===== src/rtl/register_writeback_queue_pkg.sv =====
// Shared types and constants for the register write-back queue.
package rf_wb_pkg;

    localparam int ADDR_W = 5;
    localparam int DATA_W = 32;

    localparam logic [ADDR_W-1:0] R0_INDEX = '0;

    typedef struct packed {
        logic [ADDR_W-1:0] rd;
        logic [DATA_W-1:0] data;
    } wb_entry_t;

endpackage


===== src/rtl/register_writeback_queue_fifo.sv =====
// Circular buffer of pending register writes: two in-order write ports, one read port,
// and a per-entry valid bit so every queued destination can be compared at once.
module wb_entry_fifo
    import rf_wb_pkg::*;
#(
    parameter int DEPTH = 4
) (
    input  logic                           clk,
    input  logic                           reset,
    input  logic                           push_a,
    input  wb_entry_t                      entry_a,
    input  logic                           push_b,
    input  wb_entry_t                      entry_b,
    input  logic                           pop,
    output wb_entry_t                      head,
    output logic [$clog2(DEPTH+1)-1:0]     count,
    output wb_entry_t [DEPTH-1:0]          entries,
    output logic [DEPTH-1:0]               valid
);

    localparam int PTR_W = $clog2(DEPTH);
    localparam int CNT_W = $clog2(DEPTH+1);

    logic [PTR_W-1:0] wr_ptr;
    logic [PTR_W-1:0] rd_ptr;
    logic [PTR_W-1:0] slot_b;

    // Port A always lands first; port B follows it when both push together.
    assign slot_b = push_a ? wr_ptr + PTR_W'(1) : wr_ptr;
    assign head   = entries[rd_ptr];

    always_ff @(posedge clk) begin
        if (reset) begin
            wr_ptr <= '0;
            rd_ptr <= '0;
            count  <= '0;
            valid  <= '0;
        end else begin
            // Clear before set: a push into the slot being popped (full queue) keeps it valid.
            if (pop) begin
                valid[rd_ptr] <= 1'b0;
                rd_ptr        <= rd_ptr + PTR_W'(1);
            end
            if (push_a) begin
                entries[wr_ptr] <= entry_a;
                valid[wr_ptr]   <= 1'b1;
            end
            if (push_b) begin
                entries[slot_b] <= entry_b;
                valid[slot_b]   <= 1'b1;
            end
            wr_ptr <= wr_ptr + PTR_W'(push_a) + PTR_W'(push_b);
            count  <= count + CNT_W'(push_a) + CNT_W'(push_b) - CNT_W'(pop);
        end
    end

endmodule


===== src/rtl/register_writeback_queue.sv =====
// Write-back scheduler: merges Mem and ALU results, drops R0 writes, retires one
// write per cycle into the register-file decoder and flags pending RAW hazards.
module register_writeback_queue #(
    parameter int DEPTH  = 4,
    parameter int DATA_W = rf_wb_pkg::DATA_W,
    parameter int ADDR_W = rf_wb_pkg::ADDR_W
) (
    input  logic                         Clk,
    input  logic                         Reset,
    input  logic                         Mem_Valid,
    input  logic [ADDR_W-1:0]            Mem_Rd,
    input  logic [DATA_W-1:0]            Mem_Data,
    output logic                         Mem_Ready,
    input  logic                         Alu_Valid,
    input  logic [ADDR_W-1:0]            Alu_Rd,
    input  logic [DATA_W-1:0]            Alu_Data,
    output logic                         Alu_Ready,
    input  logic                         Stall,
    input  logic [ADDR_W-1:0]            Query_Rs,
    output logic                         Query_Hit,
    output logic [ADDR_W-1:0]            Register_Select,
    output logic                         RF_Ld,
    output logic [DATA_W-1:0]            Write_Data,
    output logic [$clog2(DEPTH+1)-1:0]   Count,
    output logic                         Empty,
    output logic                         Full
);

    import rf_wb_pkg::*;

    localparam int CNT_W = $clog2(DEPTH+1);

    logic [CNT_W-1:0]      free_slots;
    logic                  mem_claim;
    logic                  mem_enq;
    logic                  alu_enq;
    logic                  pop;
    wb_entry_t             mem_entry;
    wb_entry_t             alu_entry;
    wb_entry_t             head;
    wb_entry_t [DEPTH-1:0] entries;
    logic [DEPTH-1:0]      valid;

    assign free_slots = CNT_W'(DEPTH) - Count;
    assign Empty      = (Count == '0);
    assign Full       = (Count == CNT_W'(DEPTH));

    // Ready uses registered Count only; a pop in the same cycle earns no credit.
    always_comb begin
        Mem_Ready = 1'b0;
        Alu_Ready = 1'b0;
        mem_claim = 1'b0;
        if (!Reset) begin
            Mem_Ready = (free_slots != '0);
            mem_claim = Mem_Valid && Mem_Ready;
            Alu_Ready = mem_claim ? (free_slots >= CNT_W'(2)) : (free_slots != '0);
        end
    end

    assign mem_entry = '{rd: Mem_Rd, data: Mem_Data};
    assign alu_entry = '{rd: Alu_Rd, data: Alu_Data};
    assign mem_enq   = Mem_Valid && Mem_Ready && (Mem_Rd != R0_INDEX);
    assign alu_enq   = Alu_Valid && Alu_Ready && (Alu_Rd != R0_INDEX);
    assign pop       = !Reset && !Stall && !Empty;

    wb_entry_fifo #(
        .DEPTH (DEPTH)
    ) u_fifo (
        .clk     (Clk),
        .reset   (Reset),
        .push_a  (mem_enq),
        .entry_a (mem_entry),
        .push_b  (alu_enq),
        .entry_b (alu_entry),
        .pop     (pop),
        .head    (head),
        .count   (Count),
        .entries (entries),
        .valid   (valid)
    );

    always_ff @(posedge Clk) begin
        if (Reset) begin
            RF_Ld           <= 1'b0;
            Register_Select <= '0;
            Write_Data      <= '0;
        end else if (pop) begin
            RF_Ld           <= 1'b1;
            Register_Select <= head.rd;
            Write_Data      <= head.data;
        end else begin
            RF_Ld           <= 1'b0;
        end
    end

    always_comb begin
        Query_Hit = 1'b0;
        if (Query_Rs != R0_INDEX) begin
            if (RF_Ld && Register_Select == Query_Rs) begin
                Query_Hit = 1'b1;
            end
            for (int unsigned i = 0; i < DEPTH; i++) begin
                if (valid[i] && entries[i].rd == Query_Rs) begin
                    Query_Hit = 1'b1;
                end
            end
        end
    end

endmodule


===== config.mk =====
export PLATFORM = sky130hd
export DESIGN_NAME = register_writeback_queue
export DESIGN_NICKNAME = d
export VERILOG_FILES = /design/src/rtl/register_writeback_queue_pkg.sv /design/src/rtl/register_writeback_queue_fifo.sv /design/src/rtl/register_writeback_queue.sv
export SDC_FILE = /design/constraint.sdc
export NUM_CORES = 1
export LEC_CHECK = 0
export CELL_PAD_IN_SITES_DETAIL_PLACEMENT = 1
export CELL_PAD_IN_SITES_GLOBAL_PLACEMENT = 1
export CORE_ASPECT_RATIO = 2
export CORE_MARGIN = 3
export CORE_UTILIZATION = 40
export DETAILED_ROUTE_END_ITERATION = 12
export PLACE_DENSITY_LB_ADDON = 0.1
export SLEW_MARGIN = 10
export SYNTH_ARGS = -nofsm -noshare
export SYNTH_HDL_FRONTEND = slang
export SYNTH_SLANG_ARGS = --single-unit

===== constraint.sdc =====
create_clock -name Clk -period 9.5 [get_ports Clk]
set_input_delay 1.425 -clock Clk [delete_from_list [all_inputs] [get_ports Clk]]
set_output_delay 1.425 -clock Clk [all_outputs]
set_load 0.05 [all_outputs]

# --- Word-level counts from Yosys, hierarchy flattened ---
# Cells that the tools add are included.
classes:
  addsub: 8
  n_lt_le_gt_ge: 7
  n_eq_ne: 6
  n_mux: 33
  n_bitwise: 4
  reduce_logical: 23
op_table:
  columns: ["operator", "count"]
  rows:
  - ["two-way mux 148 bit", 3]
  - ["bitwise mux 148 bit", 2]
  - ["demux 37 bit (select 2 bit)", 2]
  - ["two-way mux 37 bit", 3]
  - ["binary-select mux 37 bit (select 2 bit)", 1]
  - ["== test 5 bit", 5]
  - ["two-way mux 4 bit", 5]
  - ["logical AND 1 bit", 15]
  - ["nonzero test 5 bit", 3]
  - ["two-way mux 1 bit", 13]
  - ["less-than comparator 2 x 3 -> 1 bit (second input constant)", 3]
  - ["OR 4 bit", 2]
  - ["adder 3 x 1 -> 3 bit", 2]
  - ["demux 1 bit (select 2 bit)", 3]
  - ["greater-or-equal comparator 2 x 1 -> 1 bit (second input constant)", 3]
  - ["adder 2 x 1 -> 2 bit", 2]
  - ["adder 2 x 1 -> 2 bit (second input constant)", 2]
  - ["AND 4 bit", 1]
  - ["inverter 4 bit", 1]
  - ["== test 3 bit (second input constant)", 1]
  - ["greater-or-equal comparator 3 x 2 -> 1 bit (second input constant)", 1]
  - ["logical NOT 1 bit", 3]
  - ["logical NOT 3 bit", 1]
  - ["nonzero test 3 bit", 1]
  - ["other kinds (3)", 3]
word_totals:
  ff_bits: 197
  input_bits: 84
  output_inout_bits: 46
  wordCells: 96

# --- Longest topological paths before layout ---
# Gate-level depths: netlist (run 1).
depth:
  ltp_word: 13
  mapped_depth: 14
  mapped_depth_nobuf: 13

# --- By module ---
# From an unflattened synthesis (run 1), not the netlist that was laid out.
hier_totals:
  cells_unflattened: 815
  hier_area_um2: 11832.6
by_module_without_submodules:
  columns: ["mod", "n_inst", "cells_per_inst", "area_each_um2", "seq_area_each_um2"]
  rows:
  - ["wb_entry_fifo", 1, 594, 9989.6, 4664.5]
  - ["register_writeback_queue", 1, 221, 1843.0, 760.7]

# --- Least setup slack after synthesis (run 1) ---
# No wires, ideal clock.
synth_timing:
  path_kind: "input to register"
  start: "input port Reset"
  end: "register u_fifo.entries[0] (netlist name)"
  setup_ps: 571
  arrival_ps: 5836
  required_ps: 8929
  slack_ps: 3093
  path_stages: 3
  n_path_buf: 2
  path_cell_list: "buf_2 -> inv_1 -> clkbuf_1"
synth_rtl:
  columns: ["item", "line", "rtl"]
  rows:
  - ["start: declaration", "register_writeback_queue.sv:9", "input logic Reset,"]
# No word-level cell between the ends.

# --- Worst setup path in the final report (run 1) ---
layout_timing:
  start: "input port Query_Rs[2]"
  end: "output port Query_Hit"
layout_via:
  elab_chain_cells: 8
  elab_cells_between_ends: 17
  cone_classes: "eq/ne (5); mux (6); reduce/logical (6)"
layout_lines:
  columns: ["item", "line", "rtl"]
  rows:
  - ["start: declaration", "register_writeback_queue.sv:19", "input logic [ADDR_W-1:0] Query_Rs,"]
  - ["== test 5 bit", "register_writeback_queue.sv:99", "if (RF_Ld && Register_Select == Query_Rs) begin"]
  - ["logical AND 1 bit", "register_writeback_queue.sv:99", null]
  - ["two-way mux 1 bit", "register_writeback_queue.sv:99", null]
  - ["two-way mux 1 bit (4 in a row)", "register_writeback_queue.sv:103", "if (valid[i] && entries[i].rd == Query_Rs) begin"]
  - ["two-way mux 1 bit *", "register_writeback_queue.sv:98", "if (Query_Rs != R0_INDEX) begin"]
  - ["end: declaration", "register_writeback_queue.sv:20", "output logic Query_Hit,"]
# Every way passes the cells marked *; elsewhere a longest branch is shown, timed or not.

==> flow_summary.yaml, run 1 <==
cells_and_area:
  postLayoutCellArea_um2: 13500
  layoutNonFillerInstCount: 1287
  post_route_cells_drive_above_1_share_pct: 38.7
  areaGrowthSynthToFinish_pct: 18.4
  final_net_count: 1021
die:
  ioPinCount: 130
  die_area_um2: 30700
  floorplan.rows: 86
  floorplan.initialDensity_pct: 40.9
  floorplan.core_area_um2: 27900
  dieHeight_um: 245
  fp.dieW_um: 125
global_routing:
  first_global_vias: 8084
  grt_util_met2_pct: 39.0
  track_usage_pct: 20.0
  grt.busiest_layer: "met2"
  met3_usage_pct: 3.61
  initial_antenna_violation_count: 1
  globalRouteMet1Util_pct: 21.6
  grt_max_degree: 99
  grt_overflow: 0
  global_route_wire_length_before_repair_um: 46800
synth:
  synthTopCellsByArea: "edfxtp_1 (39%), mux2_2 (23%), dfxtp_1 (8.6%)"
  synthesis.instances: 826
  synth_sequential_area_ratio_pct: 47.6
  synth-warning-count: 0
  yosys_register_bits: 197
  synth.distinct_cells: 36
  synth.avg_cell_area_um2: 13.8
  yosys.area.top_type: "edfxtp_1"
  synth_largest_type_area_fraction_pct: 39.0
  synth_fp_nets: 926
  synth_area_um2: 11400
critical_path:
  timing.reg2reg.setup_slack_ns: 5.50
  crit_path_top_delay_cell: "clkdlybuf4s50_1"
  worstPathCellList: "clkdlybuf4s50_1 -> xor2_1 -> nor4_1 -> nand3_1 -> nand2_1 -> o22a_1 -> clkdlybuf4s50_1"
  critPathBufInv: 2
  timing.reg2reg.worst_path_depth: 9
  end_kind: "output port"
  crit_path_frequent_cell: "clkdlybuf4s50_1"
  cp-start-kind: "primary input"
  timing.critical_path.required_ns: 8.08
  critPathKind: "primary input to output port"
  worstPathMaxFanout: 6
  cpPeakStageDelay_ns: 0.81
  crit-reg2reg-capture: "u_fifo.entries[80]"
  worstPathArrival_ns: 3.78
  critical-path-top-delay-family: "buffers and inverters"
  r2r_start: "u_fifo.count[1]"
outcome:
  outcome: "completed"
timing:
  setup-tns-final_ns: 0
  fmaxAchievable_ghz: 0.192
  max-slew-margin-rel_pct: 23.8
  worst_slew_pin_slew_ns: 1.14
  holdWs_ns: 0.468
  finalSetupViolCount: 0
  rsz0062_at_grt: "no"
  slew_violations: 0
  setup_clock_skew_after_layout_ns: 0.00773
  hold_viol_final: 0
  min_period_over_period_pct: 54.8
  finalWorstPathRequiredPeriod_ns: 5.21
power_and_ir_drop:
  leakagePower_nw: 4.82
  ir_drop_mv: 0.154
  power.density_cell_area_nw_per_um2: 238
place:
  post_dp_hpwl_um: 19500
  port-buffer-count: 129
  finalWeightedCongestion: 0.781
  dpl.cell_count: 1254
  placedInstanceArea_um2: 12900
clocking:
  insertion_delay_ns: 0.45
  clock-root-buffer: "clkbuf_16"
  cts.reportedPaths.clkPinSlew_ns: 0.07
  cts_resized: 0
  clock_sinks: 197
  cts_buffers: 17
  number_of_setup_buffers_added_after_cts: 0
  htreeDepth: 4
  cts_hold_buffers: 0
  cts_tree: "yes"
  cts_max_path_buffers: 2
drt:
  drt_iter0_markers: 316
  number_of_drc_violations_after_detailed_routing: 0
  totalWireLength_um: 30800
  avgViaCountPerCell: 5.57
  postRouteAntennaNets: 0
  detailed_route_wire_length_per_cell_um: 24.0
  drt_pass1_iterations: 4
  routed-via-count: 7175
hold_path:
  hold_end: "Write_Data[29]"
  hold_path.startpoint: "Write_Data[29]"
  cell_depth_of_the_worst_min_delay_path: 2
  hold_path_class: "flop to flop"
flow_run:
  max_cap_violations: 0
[cell type report]
class	instances	area, um^2
inverters	12	50.0
well taps	352	440
fillers	2787	14400
multi-input cells	555	5610
clock buffers	24	503
repair buffers	138	1360
flip-flops and latches	197	5430
diodes	1	2.50
clock inverters	8	95.1
[worst min-delay path, cell delays in order, from the launching register on]
cell and delay, ns:
dfxtp_1 0.31, nand2_1 0.05, o21ai_0 0.06
[Yosys cell counts (all sizes together)]
cell type / number
o311a: 1
buf: 37
xor2: 20
fa: 3
nor4bb: 1
o21ai: 37
a31oi: 4
nand2: 89
inv: 12
or4: 1
nor2b: 2
or3: 3
o31ai: 1
nor4: 15
edfxtp: 148
o22a: 1
mux4: 37
ha: 13
xnor2: 11
mux2i: 11
clkbuf: 25
nor3: 4
mux2: 276
nor2: 6
nand3: 9
dfxtp: 49
a21oi: 10
[state kept, by name (all words and copies together) (netlist names)]
signal	cells
u_fifo.valid	4
u_fifo.count	3
RF_Ld	1
u_fifo.rd_ptr	2
Write_Data	32
Register_Select	5
u_fifo.wr_ptr	2
u_fifo.entries	148
[worst max-delay path by stage]
stage	endpoint	from	cells after the start	slack (ns)
after CTS	Query_Hit	Query_Rs[2]	7	4.25
after floorplan	u_fifo.entries[0]	Reset	3	3.09
after detailed placement	u_fifo.entries[80]	Reset	7	4.08
final	Query_Hit	Query_Rs[2]	7	4.29
after global routing	Query_Hit	Query_Rs[2]	7	4.18
after global placement	u_fifo.entries[57]	Reset	6	4.23
[metal layers]
metal | vias to the layer above | routed length, um
met2 | 143 | 17600
met5 | - | 0
met3 | 35 | 878
met1 | 3702 | 11700
met4 | 0 | 682
li1 | 3295 | -
[cells in the final DEF (no fill, tap or decap), types with 4 or more instances in the layout]
master | netlist | routed
mux2_2 | 233 | 233
edfxtp_1 | 148 | 148
clkdlybuf4s50_1 | 0 | 129
nand2_1 | 89 | 85
dfxtp_1 | 49 | 47
mux2_4 | 38 | 38
mux4_2 | 37 | 37
o21ai_0 | 37 | 37
xor2_1 | 20 | 20
clkbuf_16 | 0 | 18
nor4_1 | 15 | 15
ha_1 | 13 | 13
inv_1 | 12 | 11
mux2i_1 | 10 | 10
a21oi_1 | 10 | 10
xnor2_1 | 9 | 9
buf_4 | 2 | 9
nand3_1 | 7 | 7
nor2_1 | 5 | 5
mux2_1 | 5 | 5
a31oi_1 | 4 | 4
nand2_2 | 0 | 4
[report_power, final]
| group | switching, mW | internal [mW] | total, mW |
|---|---|---|---|
| registers | 0.126 | 1.14 | 1.27 |
| logic | 0.607 | 0.588 | 1.20 |
| clock network | 0.327 | 0.424 | 0.750 |
[through the flow]
step                worst slack [ns]  power [mW]  util [%]
floorplan                       3.09        2.14         -
global placement                4.23        2.44      46.3
detailed placement              4.08        2.49      46.3
CTS                             4.25        3.25      48.4
global route                    4.18        3.37      48.4
finish                          4.29        3.21      48.4
[cells by family after synthesis]
| kind of cell | count (synthesis) | synth area share, % |
|---|---|---|
| multiplexers | 324 | 36.9 |
| flip-flops | 197 | 47.6 |
| AND/OR/NAND/NOR | 130 | 5.06 |
| buffers and inverters | 74 | 3.45 |
| AO/OA/AOI/OAI | 54 | 2.51 |
| XOR/XNOR | 31 | 2.51 |
| adder cells (fa/ha/maj) | 16 | 1.95 |
Power figures use the tool's default switching activity.
==> run 2: changes to the inputs <==
==> constraint.sdc (replaced) <==
create_clock -name Clk -period 4.7 [get_ports Clk]
set_input_delay 0.705 -clock Clk [delete_from_list [all_inputs] [get_ports Clk]]
set_output_delay 0.705 -clock Clk [all_outputs]
set_load 0.05 [all_outputs]
==> run 2 against run 1 <==
Effect of this change: die area unchanged; global-route usage increased by 0.98 points; sequential power increased by 100%; via count increased by 0.38%; first-iteration DRC count decreased by 4.1%; clock skew increased by 0.0041 ns; total power increased by 100%; combinational power increased by 100%; critical path type unchanged; largest power group unchanged; highest routed layer unchanged.
==> flow_summary.yaml, run 2 (synthesis results as in run 1) <==
critical_path:
  cpPeakStageDelay_ns: 0.79
  timing.critical_path.required_ns: 3.99
  worstPathCellList: "clkdlybuf4s50_1 -> xor2_1 -> nor4_1 -> nand3_1 -> nand3_1 -> o22a_1 -> clkdlybuf4s50_1"
  r2r_start: "u_fifo.count[1]"
  worstPathArrival_ns: 3.09
  critPathKind: "primary input to output port"
  cp-start-kind: "primary input"
  crit_path_top_delay_cell: "clkdlybuf4s50_1"
  timing.reg2reg.setup_slack_ns: 1.08
  critPathBufInv: 2
  end_kind: "output port"
  critical-path-top-delay-family: "buffers and inverters"
  worstPathMaxFanout: 6
  timing.reg2reg.worst_path_depth: 9
  crit-reg2reg-capture: "u_fifo.entries[126]"
cells_and_area:
  final-seq-area_um2: 5430
  post_route_cells_drive_above_1_share_pct: 39.1
  final_net_count: 1034
  final.fill_count: 2770
  most_common_cell_after_layout_fill_and_taps_aside: "mux2_2"
  areaGrowthSynthToFinish_pct: 19.3
  reg.largest.list: "u_fifo.entries: 148 flops, Write_Data: 32 flops, Register_Select: 5 flops"
  num_antenna_cells: 0
  mostFrequentLayoutCells: "mux2_2 (233), edfxtp_1 (148), clkdlybuf4s50_1 (129), nand2_1 (85), dfxtp_1 (47)"
  multi_input_combinational_cell_area_um2: 5610
  flip_flop_count_of_the_largest_register_after_layout: 148
  largest-register: "u_fifo.entries"
die:
  floorplan.initialDensity_pct: 40.9
  floorplan.rows: 86
  dieHeight_um: 245
  floorplan.core_area_um2: 27900
  fp.dieW_um: 125
  ioPinCount: 130
  die_area_um2: 30700
timing:
  fmaxAchievable_ghz: 0.264
  max-slew-margin-rel_pct: 36.1
  rsz0062_at_grt: "no"
  hold_viol_final: 0
  slew_violations: 0
  setup-tns-final_ns: 0
  finalWorstPathRequiredPeriod_ns: 3.79
  worst_slew_pin_slew_ns: 0.958
  setup_clock_skew_after_layout_ns: 0.0119
  finalSetupViolCount: 0
  min_period_over_period_pct: 80.7
global_routing:
  grt_util_met2_pct: 42.1
  globalRouteMet1Util_pct: 22.4
  met3_usage_pct: 3.48
  grt_max_degree: 92
  global_route_wire_length_before_repair_um: 49100
  first_global_vias: 8271
  track_usage_pct: 21.0
  grt_overflow: 0
  initial_antenna_violation_count: 0
  grt.busiest_layer: "met2"
power_and_ir_drop:
  power.share.clock_pct: 22.4
  power.density_cell_area_nw_per_um2: 474
  seq_power_share_pct: 39.7
  comb_power_share_pct: 37.9
  power.total_mw: 6.45
  ir_drop_mv: 0.277
  netSwitchingFraction_pct: 33.5
  netSwitchingPower_mw: 2.16
  leakagePower_nw: 4.89
  power_report.internal_total_mw: 4.29
clocking:
  htreeDepth: 4
  cts.reportedPaths.clkPinSlew_ns: 0.07
  clock_sinks: 197
  number_of_setup_buffers_added_after_cts: 0
  cts_hold_buffers: 0
  cts_max_path_buffers: 2
  cts_resized: 0
  insertion_delay_ns: 0.46
  clock-root-buffer: "clkbuf_16"
  cts_buffers: 17
  cts_tree: "yes"
hold_path:
  hold_path_class: "flop to flop"
  cell_depth_of_the_worst_min_delay_path: 2
  hold_path.startpoint: "Write_Data[30]"
  hold_end: "Write_Data[30]"
drt:
  detailed_route_wire_length_per_cell_um: 24.6
  drt_pass1_iterations: 4
  avgViaCountPerCell: 5.54
  totalWireLength_um: 32000
  routed-via-count: 7202
  number_of_drc_violations_after_detailed_routing: 0
  drt_iter0_markers: 303
  postRouteAntennaNets: 0
place:
  post_dp_hpwl_um: 21400
  port-buffer-count: 129
  finalWeightedCongestion: 0.822
outcome:
  outcome: "completed"
flow_run:
  max_cap_violations: 0
==> run 2: changes by cell type in the layout (fill, tap and decap cells not counted), sizes merged <==
cell,delta
bufinv,-2
clkinvlp,-2
diode,-1
clkinv,-1
buf,+13
clkbuf,+6
inv,-1
==> run 2: worst min-delay path: stages (launching register included) <==
cell and delay (ns):
dfxtp_1 0.32, nand2_1 0.05, o21ai_0 0.06
==> run 2: final cells by class <==
cell class | count | area share [%]
clock buffer | 30 | 4.02
clock inverter | 2 | 0.101
inverter | 12 | 0.368
multi-input combinational | 555 | 41.3
sequential | 197 | 39.9
tap | 352 | 3.24
timing repair buffer | 151 | 11.1
==> run 2: worst max path at each step <==
stage                     cells past startpoint                  end  slack [ns]             from
after floorplan                              11      u_fifo.count[1]        0.11  u_fifo.count[1]
after global placement                        7  u_fifo.entries[133]        0.78        Mem_Rd[0]
after detailed placement                      7  u_fifo.entries[122]        0.65        Mem_Rd[0]
after CTS                                     7            Query_Hit        0.89      Query_Rs[3]
after global routing                          7            Query_Hit        0.76      Query_Rs[3]
final                                         7            Query_Hit        0.91      Query_Rs[3]
==> run 2: metal layers <==
| layer | part of all wire (%) | vias up |
|---|---|---|
| met5 | 0 | - |
| met4 | 1.2 | 0 |
| met3 | 2.4 | 18 |
| met2 | 59 | 112 |
| met1 | 37 | 3748 |
| li1 | - | 3324 |
==> run 2: per-stage QoR <==
stage                     utilization, %  instance area (um^2)  instances  hold WS, ns  worst slack (ns)
after floorplan                        -                 11400        826        0.458             0.110
after global placement              46.8                 13000       1267        0.449             0.779
after detailed placement            46.8                 13000       1267        0.461             0.651
after CTS                           48.8                 13600       1299        0.470             0.892
after global routing                48.8                 13600       1299        0.483             0.761
final                               48.8                 13600       1299        0.466             0.907
==> run 2: power groups by stage <==
stage	logic (mW)	clock network [mW]	registers (mW)
6_report	2.45	1.44	2.56
5_1_grt	2.62	1.54	2.61
4_1_cts	2.48	1.48	2.57
3_5_place_dp	2.47	0	2.61
3_3_place_gp	2.39	0	2.57
2_1_floorplan	1.49	0	2.82
==> run 3: changes to the inputs <==
==> constraint.sdc (replaced) <==
create_clock -name Clk -period 3.2 [get_ports Clk]
set_input_delay 0.48 -clock Clk [delete_from_list [all_inputs] [get_ports Clk]]
set_output_delay 0.48 -clock Clk [all_outputs]
set_load 0.05 [all_outputs]
==> run 3 against run 2 <==
Effect of this change: via count up 2.7%; critical path type is now primary input to flop; sequential share of layout area down 1.4 points; cell count up 2.0%; register-to-register slack worse by 0.70 ns; total power up 53%.
==> flow_summary.yaml, run 3 (synthesis results as in run 1) <==
outcome:
  outcome: "completed"
cells_and_area:
  most_common_cell_after_layout_fill_and_taps_aside: "mux2_2"
  final-seq-area_um2: 5440
  reg.largest.list: "u_fifo.entries: 148 flops, Write_Data: 32 flops, Register_Select: 5 flops"
  areaGrowthSynthToFinish_pct: 23.7
  multi_input_combinational_cell_area_um2: 5680
  flip_flop_count_of_the_largest_register_after_layout: 148
  final.fill_count: 2729
  largest-register: "u_fifo.entries"
  post_route_cells_drive_above_1_share_pct: 42.6
  layoutNonFillerInstCount: 1325
  mostFrequentLayoutCells: "mux2_2 (233), edfxtp_1 (148), clkdlybuf4s50_1 (127), nand2_1 (85), dfxtp_1 (44)"
  final_net_count: 1059
clocking:
  cts_max_path_buffers: 2
  cts_hold_buffers: 0
  cts.reportedPaths.clkPinSlew_ns: 0.07
  cts_tree: "yes"
  clock_sinks: 197
  htreeDepth: 4
  cts_buffers: 17
  number_of_setup_buffers_added_after_cts: 0
  cts_resized: 0
  insertion_delay_ns: 0.45
  clock-root-buffer: "clkbuf_16"
die:
  die_area_um2: 30700
  ioPinCount: 130
  dieHeight_um: 245
  floorplan.rows: 86
  floorplan.initialDensity_pct: 40.9
  floorplan.core_area_um2: 27900
  fp.dieW_um: 125
timing:
  holdWs_ns: 0.466
  rsz0062_at_grt: "no"
  fmaxAchievable_ghz: 0.335
  worst_slew_pin_slew_ns: 0.939
  min_period_over_period_pct: 93.4
  finalWorstPathRequiredPeriod_ns: 2.99
  setup_clock_skew_after_layout_ns: 0.0118
  finalSetupViolCount: 0
  max-slew-margin-rel_pct: 37.4
  post-route-worst-setup-slack_ns: 0.211
  hold_viol_final: 0
  setup-tns-final_ns: 0
  slew_violations: 0
critical_path:
  cpPeakStageDelay_ns: 0.54
  critPathBufInv: 2
  timing.reg2reg.setup_slack_ns: 0.38
  worstPathArrival_ns: 3.18
  worstPathCellList: "clkdlybuf4s50_1 -> or3_1 -> o311a_1 -> mux2i_4 -> or3_2 -> buf_12 -> mux2_1"
  critPathKind: "primary input to flop"
  worstPathMaxFanout: 19
  critical-path-top-delay-family: "simple AND/OR/NAND/NOR gates"
  crit_path_top_delay_cell: "or3_2"
  cp-start-kind: "primary input"
  end_kind: "flop"
  timing.critical_path.required_ns: 3.39
drt:
  avgViaCountPerCell: 5.58
  drt_iter0_markers: 270
  detailed_route_wire_length_per_cell_um: 24.5
  postRouteAntennaNets: 0
  drt_pass1_iterations: 4
  routed-via-count: 7397
  totalWireLength_um: 32500
  number_of_drc_violations_after_detailed_routing: 0
global_routing:
  grt_overflow: 0
  grt_max_degree: 82
  initial_antenna_violation_count: 1
  track_usage_pct: 21.7
  global_route_wire_length_before_repair_um: 50800
  first_global_vias: 8608
power_and_ir_drop:
  power.total_mw: 9.86
  ir_drop_mv: 0.443
  power.density_cell_area_nw_per_um2: 699
  leakagePower_nw: 5.14
hold_path:
  hold_path_class: "flop to flop"
flow_run:
  max_cap_violations: 0
place:
  detailedPlace.worstSlack_ns: -0.288
  dpl.cell_count: 1292
  finalWeightedCongestion: 0.812
  port-buffer-count: 129
  post_dp_hpwl_um: 22300
[run 3: metrics by stage]
stage          cell area [um^2]  utilization (%)
3_5_place_dp              13500             48.5
3_3_place_gp              13500             48.5
2_1_floorplan             11500                -
4_1_cts                   14100             50.6
6_report                  14100             50.6
5_1_grt                   14100             50.6
[run 3: power by group]
| group | leakage (nW) | internal, mW | switching [mW] |
|---|---|---|---|
| logic | 3.00 | 1.94 | 1.95 |
| registers | 1.85 | 3.39 | 0.367 |
| clock network | 0.288 | 1.25 | 0.966 |
[run 3: layer usage]
metal	vias up	GRT usage (%)	wire, um
met5	-	0	0
met2	152	42.7	18800
met1	3819	22.7	11800
met3	48	3.27	908
met4	0	8.43	1000
li1	3378	-	-
[run 3: worst reg2reg max path, stage by stage, from the launching register on]
cell	delay, ns
dfxtp_4	0.39
inv_4	0.05
ha_4	0.15
ha_2	0.20
nor2_2	0.14
o311a_1	0.43
mux2i_4	0.13
or3_2	0.54
buf_12	0.20
mux2_1	0.33
[run 3: final cells by class]
type,instances,share of cell area [%]
Antenna cell,1,0.0177
Multi-Input combinational cell,555,40.3
Inverter,12,0.390
Tap cell,352,3.12
Clock inverter,10,0.932
Sequential cell,197,38.6
Clock buffer,22,3.22
Timing Repair Buffer,176,13.5
[run 3: path summary, 6_finish.rpt]
kind	start	end	depth (start not counted)
min	Write_Data[3]	Write_Data[3]	2
min reg2reg	Write_Data[3]	Write_Data[3]	2
max reg2reg	u_fifo.count[1]	u_fifo.entries[141]	9
max	Mem_Rd[0]	u_fifo.entries[141]	7
==> patch 1, RTL diff (flow settings as in run 3) <==
Set the package constant `DATA_W` to 16 (it was 32).
--- a/src/rtl/register_writeback_queue_pkg.sv
+++ b/src/rtl/register_writeback_queue_pkg.sv
@@ -4,3 +4,3 @@
     localparam int ADDR_W = 5;
-    localparam int DATA_W = 32;
+    localparam int DATA_W = 16;
 
Ports: changed (resized Alu_Data, Mem_Data and Write_Data); port bits go from 130 to 82. The function was not compared with the original's and may differ.
==> patch 1 against run 3 <==
Design area is 36% lower. Critical endpoint is now u_fifo.entries[45]. Synthesized area down 38%. Worst setup slack better by 0.18 ns. Wire length fell by 41%. Sequential cell count is 80 lower. Count of clock-buffer cells in the layout shrank 5. Largest power group unchanged. Power down 30%.
==> patch 1: results <==
[route]
drt-vias-per-instance = 5.41
route.met2.wl_um = 11000
routed_wire_length_per_instance_um = 22.8
detail_route.wirelength.met1_um = 7190
drt_iter0_drc = 138
dr.pass1.iters = 6
met3_wirelength_um = 495

[placement]
port_buffers = 81
postPlaceCellArea_mm2 = 0.00844
post-place-cells = 804
dp_worst_setup_slack_ns = -0.00460
dpl.hpwl_um = 13300
gp_congestion = 0.766

[cts]
postCtsSetupRepairBufs = 0
worst_skew_pair.late_latency_ns = 0.41
clk_root_buffer_cell = "sky130_fd_sc_hd__clkbuf_16"

[pwr]
power.static_leakage_nw = 3.35
power.total_mw = 6.94
internal_power_mw = 4.62
power.share.clock_pct = 28.4
seq_power_mw = 2.25
maximum_ir_drop_on_the_vdd_rail_uv = 393

[global_route]
grt_pass1_wl_um = 30000
grt_antenna_before_repair = 0
gr-usage-met1_pct = 22.1
gr-usage-met2_pct = 38.9
gr-usage-all-layers_pct = 20.5
grt_start_max_net_pins = 49
first_global_vias = 5176
met3_usage_pct = 3.60

[run_status]
status = "complete, no violations"

[cells_and_area]
antenna_cells_inserted = 0
post_route_cells_drive_above_1_share_pct = 41.9
number_of_non_filler_instances_in_the_completed_layout = 836
final_nets = 681
filler_cell_count = 1743
layout_top_registers = "u_fifo.entries: 84 flops, Write_Data: 16 flops, Register_Select: 5 flops"

[synth]
synth.net_count = 585
syn-instance-count = 517
seq_area_frac_synth_pct = 44.9
commonest_cells_post_synth = "sky130_fd_sc_hd__mux2_2 (111), sky130_fd_sc_hd__edfxtp_1 (84), sky130_fd_sc_hd__nand2_1 (56)"
synth_edf_count = 84
post_synth_num_cell_types = 35

[worst_setup_path]
crit_path_max_fanout = 10
critical_path.max_stage_delay_ns = 0.49
crit_slowest_cell = "sky130_fd_sc_hd__clkdlybuf4s50_1"
worstPathArrival_ns = 2.97
cp_top_family = "buffers and inverters"

[timing]
max_slew_margin_vs_limit_pct = 62.2
clock_skew_ns = 0.00633

[hold_path]
hold_path.class = "reg -> reg"
-- patch 1: worst paths after layout --
path	startpoint	end	slack (ns)	cells after the start
min	Write_Data[0]	Write_Data[0]	0.46	2
min reg2reg	Write_Data[0]	Write_Data[0]	0.46	2
max reg2reg	u_fifo.count[1]	u_fifo.count[2]	0.44	14
max	Mem_Rd[1]	u_fifo.entries[45]	0.39	8
-- patch 1: layout make-up --
type / count / area (µm²) / area share (%)
clock buffers: 17 / 425 / 4.70
clock inverters: 15 / 180 / 1.99
inverters: 12 / 52.6 / 0.581
multi-input cells: 353 / 3740 / 41.3
flip-flops and latches: 117 / 3190 / 35.3
well taps: 210 / 263 / 2.90
repair buffers: 112 / 1200 / 13.2
-- patch 1: cell families after synthesis --
| group | share of synthesized area, % |
|---|---|
| XOR/XNOR | 4.24 |
| adder cells (fa/ha/maj) | 3.14 |
| multiplexers | 35.9 |
| flip-flops | 44.9 |
| AO/OA/AOI/OAI | 2.51 |
| AND/OR/NAND/NOR | 5.72 |
| buffers and inverters | 3.60 |
==> patch 2, RTL diff (config.mk and constraints of run 3) <==
Without the edit above. Put a register stage on the output `Count`, cleared by the reset. The value now appears one clock later. The other outputs are not delayed to match. Comments in the files are not updated.
--- a/src/rtl/register_writeback_queue.sv
+++ b/src/rtl/register_writeback_queue.sv
@@ -32,2 +32,4 @@
 
+    logic [$clog2(DEPTH+1)-1:0] Count_d;
+
     logic [CNT_W-1:0]      free_slots;
@@ -43,5 +45,5 @@
 
-    assign free_slots = CNT_W'(DEPTH) - Count;
-    assign Empty      = (Count == '0);
-    assign Full       = (Count == CNT_W'(DEPTH));
+    assign free_slots = CNT_W'(DEPTH) - Count_d;
+    assign Empty      = (Count_d == '0);
+    assign Full       = (Count_d == CNT_W'(DEPTH));
 
@@ -76,3 +78,3 @@
         .head    (head),
-        .count   (Count),
+        .count   (Count_d),
         .entries (entries),
@@ -109,2 +111,10 @@
 
+    always_ff @(posedge Clk) begin
+        if (Reset) begin
+            Count <= '0;
+        end else begin
+            Count <= Count_d;
+        end
+    end
+
 endmodule
Function: changed (a bounded check fails within 4 cycles, from zero or initial values and one cycle with Reset high).
==> patch 2 against run 3 <==
Clock skew is 0.0012 ns lower. First-iteration DRC count is 2.2% higher. Sequential cell count is 3 higher. Wire length is 0.58% lower. Critical endpoint is now u_fifo.entries[130]. Worst setup slack better by 0.0058 ns. Largest cell class unchanged. Power is 1.1% lower. Largest power group is now registers. Design area hardly changed. Synthesized area is 0.63% higher.
==> patch 2: results <==
[synth]
synth.net_count = 932
syn-instance-count = 832
commonest_cells_post_synth = "sky130_fd_sc_hd__mux2_2 (238), sky130_fd_sc_hd__edfxtp_1 (148), sky130_fd_sc_hd__nand2_1 (89)"
synth_adder_area_share_pct = 1.94
post_synth_xor_area_fraction_pct = 2.50
synth_compound_gate_area_share_pct = 2.50
seq_area_frac_synth_pct = 47.8
synth.mux.area_fraction_pct = 36.7
post_synth_num_cell_types = 35
synth_area_leaders = "sky130_fd_sc_hd__edfxtp_1 (39%), sky130_fd_sc_hd__mux2_2 (23%), sky130_fd_sc_hd__dfxtp_1 (9.1%)"

[timing]
worst_pin_slew_ns = 0.939
clock_skew_ns = 0.0106

[placement]
postPlaceCellArea_mm2 = 0.0135
dpl.hpwl_um = 22200
gp_congestion = 0.776
dp_worst_setup_slack_ns = -0.185

[pwr]
maximum_ir_drop_on_the_vdd_rail_uv = 383
netSwitchingPower_mw = 3.24
seq_power_mw = 3.79
power.static_leakage_nw = 5.14
power-per-cell-area_mw_per_mm2 = 692

[cells_and_area]
filler_cell_count = 2836
antenna_cells_inserted = 0
number_of_non_filler_instances_in_the_completed_layout = 1335
post_route_cells_drive_above_1_share_pct = 42.5

[route]
routed_wire_length_per_instance_um = 24.2
drt_iter0_drc = 276

[global_route]
grt_antenna_before_repair = 0
gr-usage-all-layers_pct = 21.2
grt_pass1_wl_um = 49700
first_global_vias = 8436

[worst_setup_path]
crit_path_max_fanout = 21

[cts]
worst_skew_pair.late_latency_ns = 0.46
clk_root_buffer_cell = "sky130_fd_sc_hd__clkbuf_16"

[run_status]
status = "complete, no violations"
-- patch 2: changes by cell type after synthesis --
cell                      change
sky130_fd_sc_hd__dfxtp_1      +3
sky130_fd_sc_hd__mux2_1       -5
sky130_fd_sc_hd__mux2_2       +5
sky130_fd_sc_hd__nor2_1       +3
-- patch 2: layout make-up --
class	instances	area (µm²)	share of cell area, %
Multi-Input combinational cell	558	5640	40.0
Sequential cell	200	5490	39.0
Timing Repair Buffer	177	1880	13.4
Clock buffer	19	454	3.22
Tap cell	356	445	3.16
Clock inverter	13	126	0.897
Inverter	12	50.0	0.355
-- patch 2: path summary, 6_finish.rpt --
kind,cells after the start,slack (ns),from,to
worst max-delay path,10,0.22,u_fifo.count[0],u_fifo.entries[130]
worst min-delay path,2,0.46,Write_Data[29],Write_Data[29]
worst max register to register,10,0.22,u_fifo.count[0],u_fifo.entries[130]
worst min register to register,2,0.46,Write_Data[29],Write_Data[29]
-- patch 2: critical path, cell delays in order, from the launching register on --
cell and delay [ns]:
sky130_fd_sc_hd__dfxtp_1 0.31, sky130_fd_sc_hd__inv_1 0.09, sky130_fd_sc_hd__ha_1 0.25, sky130_fd_sc_hd__ha_2 0.21, sky130_fd_sc_hd__nor2_2 0.26, sky130_fd_sc_hd__o311a_1 0.35
sky130_fd_sc_hd__buf_4 0.19, sky130_fd_sc_hd__xnor2_2 0.07, sky130_fd_sc_hd__or3_2 0.50, sky130_fd_sc_hd__buf_12 0.21, sky130_fd_sc_hd__mux2_2 0.29
-- patch 2: routing by layer --
layer / global-route usage (%) / share of wire, % / vias to the layer above / wire length (µm)
met4: 5.94 / 1.3 / 0 / 436
li1: - / - / 3406 / -
met3: 3.54 / 2.7 / 21 / 857
met2: 42.5 / 59 / 117 / 19000
met1: 22.1 / 37 / 3775 / 12100
met5: 0 / 0 / - / 0
